<file path="src/rtl/hex_display_scanner.sv">
// Time-multiplexed hex 7-segment scanner: per-digit decode, leading-zero blanking,
// decimal points, and a display word that only changes at frame boundaries.
module hex_display_scanner #(
  parameter int DIGITS         = 4,
  parameter int REFRESH_DIV    = 50000,
  parameter bit SEG_ACTIVE_LOW = 1'b0,
  parameter bit DIG_ACTIVE_LOW = 1'b0
) (
  input  logic                  clk,
  input  logic                  rst_n,
  input  logic [4*DIGITS-1:0]   value_i,
  input  logic [DIGITS-1:0]     dp_in_i,
  input  logic                  load_i,
  input  logic                  blank_lz_i,
  input  logic                  enable_i,
  output logic [6:0]            seg_o,
  output logic                  dp_o,
  output logic [DIGITS-1:0]     digit_sel_o,
  output logic                  frame_done_o
);

  localparam int IW = (DIGITS > 1) ? $clog2(DIGITS) : 1;
  localparam int PW = $clog2(REFRESH_DIV);
  localparam logic [IW-1:0]     LAST_IDX = IW'(DIGITS - 1);
  localparam logic [PW-1:0]     LAST_PRE = PW'(REFRESH_DIV - 1);
  localparam logic [6:0]        SEG_OFF  = {7{SEG_ACTIVE_LOW}};
  localparam logic [DIGITS-1:0] SEL_OFF  = {DIGITS{DIG_ACTIVE_LOW}};

  function automatic logic [6:0] decode(input logic [3:0] n);
    case (n)
      4'h0: decode = 7'b1111110;
      4'h1: decode = 7'b0110000;
      4'h2: decode = 7'b1101101;
      4'h3: decode = 7'b1111001;
      4'h4: decode = 7'b0110011;
      4'h5: decode = 7'b1011011;
      4'h6: decode = 7'b1011111;
      4'h7: decode = 7'b1110000;
      4'h8: decode = 7'b1111111;
      4'h9: decode = 7'b1111011;
      4'hA: decode = 7'b1110111;
      4'hB: decode = 7'b0011111;
      4'hC: decode = 7'b1001110;
      4'hD: decode = 7'b0111101;
      4'hE: decode = 7'b1001111;
      default: decode = 7'b1000111;
    endcase
  endfunction

  logic [4*DIGITS-1:0] pend_word_q, pend_word_d, disp_word_q, disp_word_d;
  logic [DIGITS-1:0]   pend_dp_q, pend_dp_d, disp_dp_q, disp_dp_d;
  logic                pend_valid_q, pend_valid_d;
  logic [PW-1:0]       pre_q, pre_d;
  logic [IW-1:0]       idx_q, idx_d;
  logic                wrapped_q;
  logic [6:0]          seg_q;
  logic                dp_q;
  logic [DIGITS-1:0]   sel_q;
  logic                fd_q;

  logic slot_end, wrap;
  assign slot_end = enable_i && (pre_q == LAST_PRE);
  assign wrap     = slot_end && (idx_q == LAST_IDX);

  always_comb begin
    pre_d = pre_q;
    idx_d = idx_q;
    if (enable_i) begin
      pre_d = slot_end ? '0 : pre_q + 1'b1;
      if (slot_end) idx_d = (idx_q == LAST_IDX) ? '0 : idx_q + 1'b1;
    end
  end

  // While scanning, loads wait in pending until the frame wraps; a load landing
  // exactly on the wrap (or while disabled) goes straight to the display.
  always_comb begin
    pend_word_d  = pend_word_q;
    pend_dp_d    = pend_dp_q;
    pend_valid_d = pend_valid_q;
    disp_word_d  = disp_word_q;
    disp_dp_d    = disp_dp_q;
    if (!enable_i || wrap) begin
      if (load_i) begin
        disp_word_d = value_i;
        disp_dp_d   = dp_in_i;
      end else if (wrap && pend_valid_q) begin
        disp_word_d = pend_word_q;
        disp_dp_d   = pend_dp_q;
      end
      if (load_i || wrap) pend_valid_d = 1'b0;
    end else if (load_i) begin
      pend_word_d  = value_i;
      pend_dp_d    = dp_in_i;
      pend_valid_d = 1'b1;
    end
  end

  logic [3:0]        cur_nib;
  logic              cur_dp, cur_blank, all_zero;
  logic [DIGITS-1:0] cur_sel;

  // Walk from the top nibble down so all_zero means "this and every higher nibble is 0".
  always_comb begin
    cur_nib   = '0;
    cur_dp    = 1'b0;
    cur_blank = 1'b0;
    cur_sel   = '0;
    all_zero  = 1'b1;
    for (int k = DIGITS - 1; k >= 0; k--) begin
      all_zero = all_zero && (disp_word_q[4*k +: 4] == 4'h0);
      if (idx_q == IW'(k)) begin
        cur_nib    = disp_word_q[4*k +: 4];
        cur_dp     = disp_dp_q[k];
        cur_blank  = all_zero && (k != 0);
        cur_sel[k] = 1'b1;
      end
    end
  end

  always_ff @(posedge clk or negedge rst_n) begin
    if (!rst_n) begin
      pend_word_q  <= '0;
      pend_dp_q    <= '0;
      pend_valid_q <= 1'b0;
      disp_word_q  <= '0;
      disp_dp_q    <= '0;
      pre_q        <= '0;
      idx_q        <= '0;
      wrapped_q    <= 1'b0;
      seg_q        <= SEG_OFF;
      dp_q         <= SEG_ACTIVE_LOW;
      sel_q        <= SEL_OFF;
      fd_q         <= 1'b0;
    end else begin
      pend_word_q  <= pend_word_d;
      pend_dp_q    <= pend_dp_d;
      pend_valid_q <= pend_valid_d;
      disp_word_q  <= disp_word_d;
      disp_dp_q    <= disp_dp_d;
      pre_q        <= pre_d;
      idx_q        <= idx_d;
      if (enable_i) begin
        seg_q     <= (blank_lz_i && cur_blank) ? SEG_OFF : (decode(cur_nib) ^ SEG_OFF);
        dp_q      <= cur_dp ^ SEG_ACTIVE_LOW;
        sel_q     <= cur_sel ^ SEL_OFF;
        fd_q      <= wrapped_q;
        wrapped_q <= wrap;
      end else begin
        seg_q <= SEG_OFF;
        dp_q  <= SEG_ACTIVE_LOW;
        sel_q <= SEL_OFF;
        fd_q  <= 1'b0;
      end
    end
  end

  assign seg_o        = seg_q;
  assign dp_o         = dp_q;
  assign digit_sel_o  = sel_q;
  assign frame_done_o = fd_q;

endmodule

</file>
<file path="config.mk">
export PLATFORM = sky130hd
export DESIGN_NAME = hex_display_scanner
export DESIGN_NICKNAME = d
export VERILOG_FILES = /design/src/rtl/hex_display_scanner.sv
export SDC_FILE = /design/constraint.sdc
export NUM_CORES = 1
export LEC_CHECK = 0
export ABC_CLOCK_PERIOD_IN_PS = 4900
export CAP_MARGIN = 10
export CORE_UTILIZATION = 45
export CTS_CLUSTER_DIAMETER = 60
export DETAILED_ROUTE_END_ITERATION = 7
export GPL_ROUTABILITY_DRIVEN = 0
export PLACE_DENSITY = 0.66
export SYNTH_ARGS = -nofsm -noshare
export SYNTH_HDL_FRONTEND = slang
export SYNTH_SLANG_ARGS = --single-unit
</file>
<file path="constraint.sdc">
create_clock -name clk -period 4.9 [get_ports clk]
set_clock_uncertainty 0.1 [all_clocks]
set_input_delay 0.98 -clock clk [delete_from_list [all_inputs] [get_ports clk]]
set_output_delay 0.98 -clock clk [all_outputs]
set_load 0.02 [all_outputs]
</file>
Word level (Yosys, flattened, before mapping)
Memory sizes are Yosys's and may differ from the RTL's. Index checks and enable logic that the tools add are counted.

Bitwise logic cells: 1. Add/subtract/negate cells: 2. Reduce and logical (&&, ||, !) cells: 19. Muxes and demuxes: 30. Equality and inequality tests: 5.

Operators by type and width (number): 2-to-1 mux 16 bit (3); 2-to-1 mux 4 bit (7); 2-to-1 mux 1 bit (17); adder 16 x 1 -> 16 bit, second input constant (1); equality test 16 bit, second input constant (1); 2-to-1 mux 7 bit (2); zero test 4 bit (3); AND reduction 2 bit (4); logical AND 1 bit (6); equality test 2 bit, second input constant (2); nonzero test 2 bit (2); adder 2 x 1 -> 2 bit, second input constant (1); equality test 2 x 1 -> 1 bit, second input constant (1); zero test 2 bit (1); logical OR 1 bit (2); 2-to-1 mux 2 bit (1); != test 2 x 1 -> 1 bit, second input constant (1); zero test 1 bit (1); inverter 1 bit (1).

Register bits after elaboration: 73. Memories: 1. Input port bits: 25. Word-level logic and storage cells: 70. Output and inout bits: 13. Memory bits (read-only): 112.

Memories: (name not given) (depth 16, width 7, rd ports 1, clocked after Yosys merged registers in 0, write ports 0, RTL line 30) `case (n)`.

Longest topological paths before layout
Gate-level depths: netlist of the first run.

Depth after elaboration: 8. Mapped depth: 12. Gate-level depth less buffers: 11.

Worst setup path before layout of the first run
Ideal clock, no wire load.

Kind: input to register. From: in enable_i. To: reg disp_word_q[7]. Arrival time: 2.333 ns. Required time: 4.681 ns. Setup slack: 2.348 ns. Stages on the path: 9. Library setup time: 0.119 ns. Buffers on the path: 4. Cell sequence: buf_4 and4_1 clkbuf_2 nand4_2 or3_1 buf_2 buf_6 o22ai_1 nor2_1.

Cells in the longest elaborated chain, start to end: 5. Elaborated cells on any way between the ends: 7. Those cells by class: reduce/logical (7).

Ends and longest elaborated chain: start, declared (RTL line 15) `input logic enable_i,`; logical AND 1 bit (RTL line 62) `assign slot_end = enable_i && (pre_q == LAST_PRE);`; logical AND 1 bit (RTL line 63) `assign wrap = slot_end && (idx_q == LAST_IDX);`; logical AND 1 bit (RTL line 86) `end else if (wrap && pend_valid_q) begin`; nonzero test 2 bit (no line); AND reduction 2 bit (no line) *; end signal, assigned (RTL line 138) `disp_word_q <= disp_word_d;`; end, declared (RTL line 50) `logic [4*DIGITS-1:0] pend_word_q, pend_word_d, disp_word_q, disp_word_d;`.

Every way passes the cells marked *; elsewhere a longest branch is shown, timed or not. A chain may end at the register's enable or synchronous reset.

Worst setup path after layout of the first run
From: in enable_i. To: reg pend_dp_q[3].

Cells in the longest elaborated chain, start to end: 5. Elaborated cells on any way between the ends: 6. Those cells by class: bitwise (1); reduce/logical (5).

Ends and longest elaborated chain: logical AND 1 bit (RTL line 62); logical AND 1 bit (RTL line 63); logical OR 1 bit * (RTL line 82) `if (!enable_i || wrap) begin`; inverter 1 bit (no line) *; AND reduction 2 bit (no line) *; end signal, assigned (RTL line 136) `pend_dp_q <= pend_dp_d;`; end, declared (RTL line 51) `logic [DIGITS-1:0] pend_dp_q, pend_dp_d, disp_dp_q, disp_dp_d;`.

Marks and branches as above.

==> metrics.txt, run 1 <==
ys flop type dfrtp_1; hold-fix buffers at CTS 0; # resized after CTS 0; global-route wire length before repair 12300 um; num rows 31; area of the core 7370 um^2; DR vias 2480; Post-synth EDFFs 0; slowest stage cell, crit path nor2_1; WL met3 249 um; Routed WL 6960 um; DRC 0; wire per inst 15.0 um; status complete, no violations; Critical Path Fanout Max 17; # IOs 38; register area share after synthesis 0.523; pwr/cell area 380 nW/um^2; Netlist cell types 50; required time of the critical path 5.03 ns; commonest non-fill, non-tap cell in the layout dfrtp_1; asr flop ratio synth 1.00; Fin. Hold Viols 0; Via-to-Cell Ratio 5.33; unrepaired setup endpoints after global routing no; Die W 90.1 um; LEAKAGE 1.80 nW; total clock sinks 73; area grow syn2layout 18.1%; Final setup viols 0; M1 WL 3450 um; post-layout min period 3.39 ns; clk slew on worst S/H paths 0.07 ns; vias in the first global route 2398; Netlist Area Pre-Place 3490 um^2; total iterations of the first detailed-routing run 4; CP Buf/Inv Count 3; Crit Path Class primary input to flop; largest net degree at the start of global routing 42; PortBufs 37; H-tree Lvls 3; Max-Cap Viols 0; CP max stage delay 0.75 ns; Finished Layout Cells 465; fin crit share 0.692; FF+latch count, synth 73; Fmax achieved 295 MHz; share of cells above drive strength 1 0.137; met2 WL post-DR 3200 um; commonest cells after routing, fill and taps aside dfrtp_1 (73), nor2_1 (52), clkdlybuf4s50_1 (36), mux2_2 (21), o22ai_1 (17); post-synthesis cell count 326; VDD IR max 0.000190 V; Largest delay share family, worst path simple AND/OR/NAND/NOR gates; Worst Setup Start Kind primary input; yosys warns 0; antenna-violating nets left 0; Hold Path Class flop to flop; post-layout net count 397; CP endpoint kind flop; CTS Buffer Depth 2; Least-Margin Pin Slew 0.951 ns; syn nets 362; setup bufs post-CTS 0; setup tns final 0 ns; all-layer global routing usage 0.193; post-detail-place hpwl 4850 um; Initial DRC Count 209; Rel. slew slack 0.364; CTS Root Cell clkbuf_8; Overflow after GRT 0; die footprint 8110 um^2; worst path cell trace clkdlybuf4s50_1, buf_4, and4_1, nand4_2, nor2_1, nor2_1, buf_4, mux2_2; CTS Buf Count 9; Arr. time, crit path 3.52 ns; Die Height 90.1 um; TritonCTS clock tree built; DP Cell Count 449; starting density of the core 0.474; initial antenna violation count 0; ant diodes 0; worst-skew pair later-pin latency 0.35 ns; Avg Cell Area, Syn 10.7 um^2; top routing layer in use met4; Slew Limit Fails 0
## sequential cells by signal, indices dropped and copies added, names as in the netlist, 2 cells and up
name,count
disp_dp_q,4
digit_sel_o,4
pre_q,16
pend_word_q,16
seg_o,7
idx_q,2
disp_word_q,16
pend_dp_q,4
## Yosys cell counts (all sizes together), types with 2 or more instances
cell / number / area [um^2]
xnor2: 8 / 70.1
nor2: 52 / 195
ha: 11 / 138
mux2i: 6 / 60.1
nand2b: 2 / 12.5
mux2: 22 / 251
inv: 11 / 41.3
a22oi: 3 / 22.5
and2: 6 / 37.5
a21oi: 8 / 43.8
nand4: 3 / 25.0
nand3: 9 / 45.0
o22a: 2 / 18.8
nor3: 12 / 60.1
and4bb: 2 / 25.0
nand3b: 3 / 22.5
nor2b: 4 / 25.0
nand2: 15 / 56.3
xor2: 6 / 52.6
dfrtp: 73 / 1830
clkbuf: 7 / 27.5
buf: 9 / 68.8
o22ai: 17 / 106
and3: 4 / 25.0
o21ai: 11 / 58.8
or4: 2 / 15.0
and4: 2 / 17.5
a221oi: 3 / 26.3
a32oi: 2 / 25.0
## routing by layer
metal | global-route usage | vias to the layer above
met5 | 0 | -
met4 | 0.0645 | 0
met3 | 0.0431 | 7
met2 | 0.284 | 57
met1 | 0.281 | 1195
li1 | - | 1221
## metrics by stage
step	power, mW	setup slack [ns]	util	area [um^2]	hold slack [ns]
after detailed placement	1.06	1.13	0.530	3910	0.368
after global routing	1.66	1.29	0.559	4120	0.425
after floorplan	0.957	2.35	-	3490	0.337
after global placement	1.05	1.21	0.530	3910	0.364
after CTS	1.58	1.48	0.559	4120	0.382
final	1.57	1.51	0.559	4120	0.383
## area by class of cell
class	count	area (um^2)
fillers	641	3250
flip-flops and latches	73	1830
multi-input cells	226	1530
repair buffers	40	388
clock buffers	9	124
well taps	99	124
clock inverters	7	93.8
inverters	11	41.3
## power by group
part           internal, mW  switching, mW
Combinational         0.147          0.139
Sequential            0.693         0.0711
Clock                 0.286          0.233
## logic make-up (layout without fill, tap and decap cells)
family	after synthesis	after routing	synth area share
muxes	28	28	0.0893
buffers and inverters	27	67	0.0394
xor gates and xnor gates	14	14	0.0351
adders and majority gates	11	11	0.0394
DFF	73	73	0.523
AOI/OAI and AO/OA	53	53	0.103
and+or+nand+nor	120	120	0.171
## path summary, 6_finish.rpt
| check | startpoint | endpoint | slack, ns | cells past startpoint |
|---|---|---|---|---|
| worst min register to register | pre_q[15]$_DFFE_PN0P_ | pre_q[15]$_DFFE_PN0P_ | 0.38 | 1 |
| worst min-delay path | pre_q[15]$_DFFE_PN0P_ | pre_q[15]$_DFFE_PN0P_ | 0.38 | 1 |
| max in group asynchronous | rst_n | pre_q[0]$_DFFE_PN0P_ | 3.12 | 2 |
| min in group asynchronous | rst_n | pre_q[10]$_DFFE_PN0P_ | 0.59 | 1 |
| worst max-delay path | enable_i | pend_dp_q[3]$_DFFE_PN0P_ | 1.51 | 8 |
| worst max register to register | pre_q[0]$_DFFE_PN0P_ | pend_dp_q[3]$_DFFE_PN0P_ | 2.12 | 7 |
## worst register-to-register path, stage by stage (launching register included)
cell	delay [ns]
dfrtp_1	0.41
ha_1	0.22
and4_1	0.26
nand4_2	0.15
nor2_1	0.10
nor2_1	0.75
buf_4	0.34
mux2_2	0.35
No activity file was read; power rests on OpenSTA's default activity.
==> run 2: changes to the inputs <==
- ABC_CLOCK_PERIOD_IN_PS: 4900 -> 3200
- clock period: 4.9 -> 3.2 ns (I/O delays scaled with it)
==> metrics.txt, run 2 (same netlist as run 1, synthesis figures left out) <==
LEAKAGE 1.81 nW (+0.27%); num rows 31 (unchanged); Internal 1.58 mW (+41%); ant diodes 0 (unchanged); Critical Path Fanout Max 12 (-5); post-route setup slack 0.494 ns (-1.02 ns); setup bufs post-CTS 0 (unchanged); Cell Area, Placed 3940 um^2 (+0.90%); Initial DRC Count 160 (-23%); Clk pwr share 0.294 (-0.037); all-layer global routing usage 0.192 (-0.00107); CTS Buffer Depth 2 (unchanged); unrepaired setup endpoints after global routing no; commonest cells after routing, fill and taps aside dfrtp_1 (73), nor2_1 (52), clkdlybuf4s50_1 (36), mux2_2 (21), o22ai_1 (17); area of the core 7370 um^2 (unchanged); worst-skew pair later-pin latency 0.36 ns (about the same); switching share of power 0.309 (+0.0272); hold-fix buffers at CTS 0 (unchanged); Finished Layout Cells 468 (+0.65%); setup tns final 0 ns (unchanged); Die Height 90.1 um (unchanged); DP Cell Count 452 (+0.67%); Fin. Hold Viols 0 (unchanged); CP endpoint kind flop; worst slack at placement 0.326 ns (-0.806 ns); Psw 0.709 mW (+60%); post-detail-place hpwl 4780 um (-1.6%); fin crit share 0.846; Fillers 657 (+2.5%); post-layout net count 400 (+0.76%); TritonCTS clock tree built; wire per inst 15.0 um (about the same); Max-Cap Viols 0 (unchanged); share of power burned in registers 0.511 (+0.024); die footprint 8110 um^2 (unchanged); H-tree Lvls 3 (unchanged); Arr. time, crit path 2.89 ns (-0.63 ns); area grow syn2layout 18.2% (about the same); clk slew on worst S/H paths 0.08 ns (about the same); required time of the critical path 3.39 ns (-1.64 ns); total iterations of the first detailed-routing run 4 (unchanged); largest net degree at the start of global routing 74 (+76%); PortBufs 37 (unchanged); combinational power share 0.195 (+0.013); CTS Buf Count 9 (unchanged); area of the multi-input gates 1530 um^2 (unchanged); # resized after CTS 0 (unchanged); Least-Margin Pin Slew 0.623 ns (-0.328 ns); post-layout min period 2.71 ns; Worst Setup Start Kind flop; CTS Root Cell clkbuf_8; VDD IR max 0.000280 V (+48%); Fmax achieved 369 MHz; share of cells above drive strength 1 0.144 (+0.00702); Overflow after GRT 0 (unchanged); Die W 90.1 um (unchanged); Via-to-Cell Ratio 5.48 (+2.7%); Crit Path Class flop to flop; Rel. slew slack 0.585 (+0.221); DR vias 2563 (+3.3%); commonest non-fill, non-tap cell in the layout dfrtp_1; Post-Route Utilization 0.560 (about the same); design area 4120 um^2 (about the same); status complete, no violations; pwr/cell area 556 nW/um^2 (+46%); global-route wire length before repair 12200 um (-0.50%); antenna-violating nets left 0 (unchanged); Slew Limit Fails 0 (unchanged); Final setup viols 0 (unchanged); DRC 0 (unchanged); vias in the first global route 2542 (+6.0%); initial antenna violation count 0 (unchanged); Final Power 2.29 mW (+46%); total clock sinks 73 (unchanged); # IOs 38 (unchanged); Hold Path Class primary input to asynchronous set/reset pin; starting density of the core 0.474 (unchanged); Reg area 1830 um^2 (unchanged); Top Registers disp_word_q x16, pend_word_q x16, pre_q x16; WHS 0.193 ns (-0.189 ns); Routed WL 7010 um (+0.69%)
## run 2: cell types whose count changed in the layout (fill, tap and decap cells not counted), sizes merged
cell	delta
buf	+3
bufinv	-2
clkinv	+1
clkinvlp	-1
inv	+2
## run 2: routing by layer
| metal | share of wire | vias up | global-route usage |
|---|---|---|---|
| met5 | 0 | - | 0 |
| met4 | 0.018 | 0 | 0.0887 |
| met3 | 0.044 | 14 | 0.0415 |
| met2 | 0.47 | 75 | 0.296 |
| met1 | 0.47 | 1251 | 0.259 |
| li1 | - | 1223 | - |
## run 2: cell type report
type | instances | share of cell area
clock inverters | 7 | 0.0146
multi-input cells | 226 | 0.370
repair buffers | 43 | 0.103
clock buffers | 9 | 0.0300
inverters | 11 | 0.0100
flip-flops and latches | 73 | 0.443
well taps | 99 | 0.0300
## run 2: critical path, cell delays in order (launching register included)
cell and delay (ns):
dfrtp_1 0.41, inv_1 0.13, ha_1 0.42, mux2_4 0.33, mux2_2 0.26, a22o_1 0.36, or2_1 0.32, o22a_1 0.20
a21oi_2 0.10
## run 2: power by group through the flow
| stage | logic [mW] | registers (mW) | clock network, mW |
|---|---|---|---|
| 5_1_grt | 0.500 | 1.19 | 0.729 |
| 3_3_place_gp | 0.432 | 1.18 | 0 |
| 2_1_floorplan | 0.289 | 1.18 | 0 |
| 6_report | 0.448 | 1.17 | 0.674 |
| 4_1_cts | 0.451 | 1.17 | 0.695 |
| 3_5_place_dp | 0.449 | 1.19 | 0 |
## run 2: final timing paths
| check | depth (start not counted) | from | slack [ns] | end |
|---|---|---|---|---|
| setup / recovery | 8 | idx_q[0]$_DFFE_PN0P_ | 0.49 | seg_o[6]$_DFF_PN0_ |
| hold / removal | 2 | rst_n | 0.19 | pre_q[6]$_DFFE_PN0P_ |
| setup reg to reg | 8 | idx_q[0]$_DFFE_PN0P_ | 0.49 | seg_o[6]$_DFF_PN0_ |
| hold reg to reg | 1 | pre_q[15]$_DFFE_PN0P_ | 0.38 | pre_q[15]$_DFFE_PN0P_ |
| max in group asynchronous | 2 | rst_n | 2.49 | pend_word_q[11]$_DFFE_PN0P_ |
| min in group clk | 1 | pre_q[15]$_DFFE_PN0P_ | 0.38 | pre_q[15]$_DFFE_PN0P_ |
==> run 3: changes to the inputs <==
- ABC_CLOCK_PERIOD_IN_PS: 3200 -> 2600
- clock period: 3.2 -> 2.6 ns (I/O delays scaled with it)
==> metrics.txt, run 3 (same netlist as run 1, synthesis figures left out) <==
post-layout min period 2.47 ns (-0.235 ns); Routed WL 7300 um (+4.2%); all-layer global routing usage 0.194 (+0.00167); LEAKAGE 1.92 nW (+5.9%); TritonCTS clock tree built; Rel. slew slack 0.703 (+0.118); total iterations of the first detailed-routing run 6 (+2); R2R Setup Slk 0.13 ns (-0.37 ns); area of the multi-input gates 1560 um^2 (+2.3%); Die W 90.1 um (unchanged); required time of the critical path 2.74 ns (-0.65 ns); share of cells above drive strength 1 0.186 (+0.0427); crit-path most repeated cell inv_1; largest net degree at the start of global routing 74 (unchanged); total clock sinks 73 (unchanged); status complete, no violations; Least-Margin Pin Slew 0.443 ns (-0.180 ns); PortBufs 37 (unchanged); worst slack at placement 0.0176 ns (-0.309 ns); H-tree Lvls 3 (unchanged); fin crit share 0.951 (+0.105); Slew Limit Fails 0 (unchanged); Final Power 3.21 mW (+40%); Die Height 90.1 um (unchanged); vias in the first global route 2535 (-0.28%); commonest cells after routing, fill and taps aside dfrtp_1 (73), nor2_1 (52), clkdlybuf4s50_1 (36), mux2_2 (21); Crit Path Class flop to flop; slowest stage cell, crit path dfrtp_1; starting density of the core 0.474 (unchanged); hold-fix buffers at CTS 0 (unchanged); Post-Route Utilization 0.588 (+0.0282); worst path cell trace inv_1, ha_2, buf_4, nor2_1, a32oi_1, a21oi_2, inv_1, ha_1, inv_1, o21a_1, a22oi_1, nor2_1; Critical Path Fanout Max 9 (-3); CTS Buffer Depth 2 (unchanged); commonest non-fill, non-tap cell in the layout dfrtp_1; Top Registers disp_word_q x16, pend_word_q x16, pre_q x16; DRC 0 (unchanged); Final setup viols 0 (unchanged); DR vias 2569 (+0.23%); post-layout net count 412 (+3.0%); global-route wire length before repair 12500 um (+2.4%); Initial DRC Count 217 (+36%); CTS Buf Count 9 (unchanged); Worst Setup Start Kind flop; antenna-violating nets left 0 (unchanged); Hold Path Class primary input to asynchronous set/reset pin; wire per inst 15.2 um (+1.6%); ant diodes 0 (unchanged); post-route setup slack 0.128 ns (-0.365 ns); Arr. time, crit path 2.61 ns (-0.28 ns); pwr/cell area 741 nW/um^2 (+33%); die footprint 8110 um^2 (unchanged); Via-to-Cell Ratio 5.35 (-2.3%); Max-Cap Viols 0 (unchanged); WHS 0.0864 ns (-0.107 ns); clk slew on worst S/H paths 0.08 ns (about the same); Cell Area, Placed 4000 um^2 (+1.5%); area grow syn2layout 24.1%; worst-skew pair later-pin latency 0.34 ns (-0.02 ns); CTS Root Cell clkbuf_8; CP max stage delay 0.40 ns (-0.02 ns); CP Buf/Inv Count 4 (+3); # IOs 38 (unchanged); design area 4330 um^2 (+5.0%); Fmax achieved 405 MHz (+9.5%); unrepaired setup endpoints after global routing yes; num rows 31 (unchanged); area of the core 7370 um^2 (unchanged); Fin. Hold Viols 0 (unchanged); Reg area 1830 um^2 (unchanged); Fillers 628 (-4.4%); CP endpoint kind flop; initial antenna violation count 0 (unchanged); Overflow after GRT 0 (unchanged); VDD IR max 0.000394 V (+41%); Largest delay share family, worst path compound AO/OA/AOI/OAI gates; post-detail-place hpwl 4830 um (+1.1%)
run 3: cell types whose count changed in the layout (fill, tap and decap cells not counted), moves of 2 or more:
| cell | change |
|---|---|
| buf_4 | +12 |
| bufinv_16 | +4 |
| a221oi_2 | +2 |
| inv_6 | -3 |
| a21oi_2 | +2 |
| a221oi_1 | -2 |
| a21oi_1 | -2 |
run 3: layer usage:
layer	up-vias	wire, um	GRT usage
li1	1251	-	-
met1	1247	3480	0.275
met2	62	3510	0.296
met3	9	236	0.0372
met4	0	82	0.0672
met5	-	0	0
run 3: through the flow:
stage / std cells / TNS [ns]
2_1_floorplan: 326 / 0
3_3_place_gp: 460 / 0
3_5_place_dp: 460 / 0
4_1_cts: 476 / 0
5_1_grt: 480 / -0.0720
6_report: 480 / 0
run 3: timing repair:
action	in CTS	in global routing
resized for setup	0	7
hold endpoints to repair	0	0
setup buffers	0	4
endpoints found under the setup margin	0	7
run 3: final timing paths:
kind / startpoint / to / cells past startpoint
setup / recovery: idx_q[0]$_DFFE_PN0P_ / seg_o[3]$_DFF_PN0_ / 12
hold / removal: rst_n / pre_q[9]$_DFFE_PN0P_ / 2
setup reg to reg: idx_q[0]$_DFFE_PN0P_ / seg_o[3]$_DFF_PN0_ / 12
hold reg to reg: pend_dp_q[0]$_DFFE_PN0P_ / disp_dp_q[0]$_DFFE_PN0P_ / 1
max in group asynchronous: rst_n / pend_word_q[3]$_DFFE_PN0P_ / 2
min in group clk: pend_dp_q[0]$_DFFE_PN0P_ / disp_dp_q[0]$_DFFE_PN0P_ / 1
run 3: layout make-up:
class	count	share of cell area
Multi-Input combinational cell	226	0.360
Tap cell	99	0.0286
Clock buffer	9	0.0286
Sequential cell	73	0.422
Clock inverter	7	0.0329
Inverter	11	0.00953
Timing Repair Buffer	55	0.118
run 3: worst register-to-register path, cell delays in order (launching register included):
cell	delay (ns)
dfrtp_1	0.40
inv_1	0.12
ha_2	0.22
buf_4	0.17
nor2_1	0.08
a32oi_1	0.27
a21oi_2	0.14
inv_1	0.13
ha_1	0.18
inv_1	0.09
o21a_1	0.20
a22oi_1	0.20
nor2_1	0.06
run 3: report_power, final:
group / switching (mW) / internal [mW]
Sequential: 0.141 / 1.31
Clock: 0.439 / 0.736
Combinational: 0.282 / 0.307
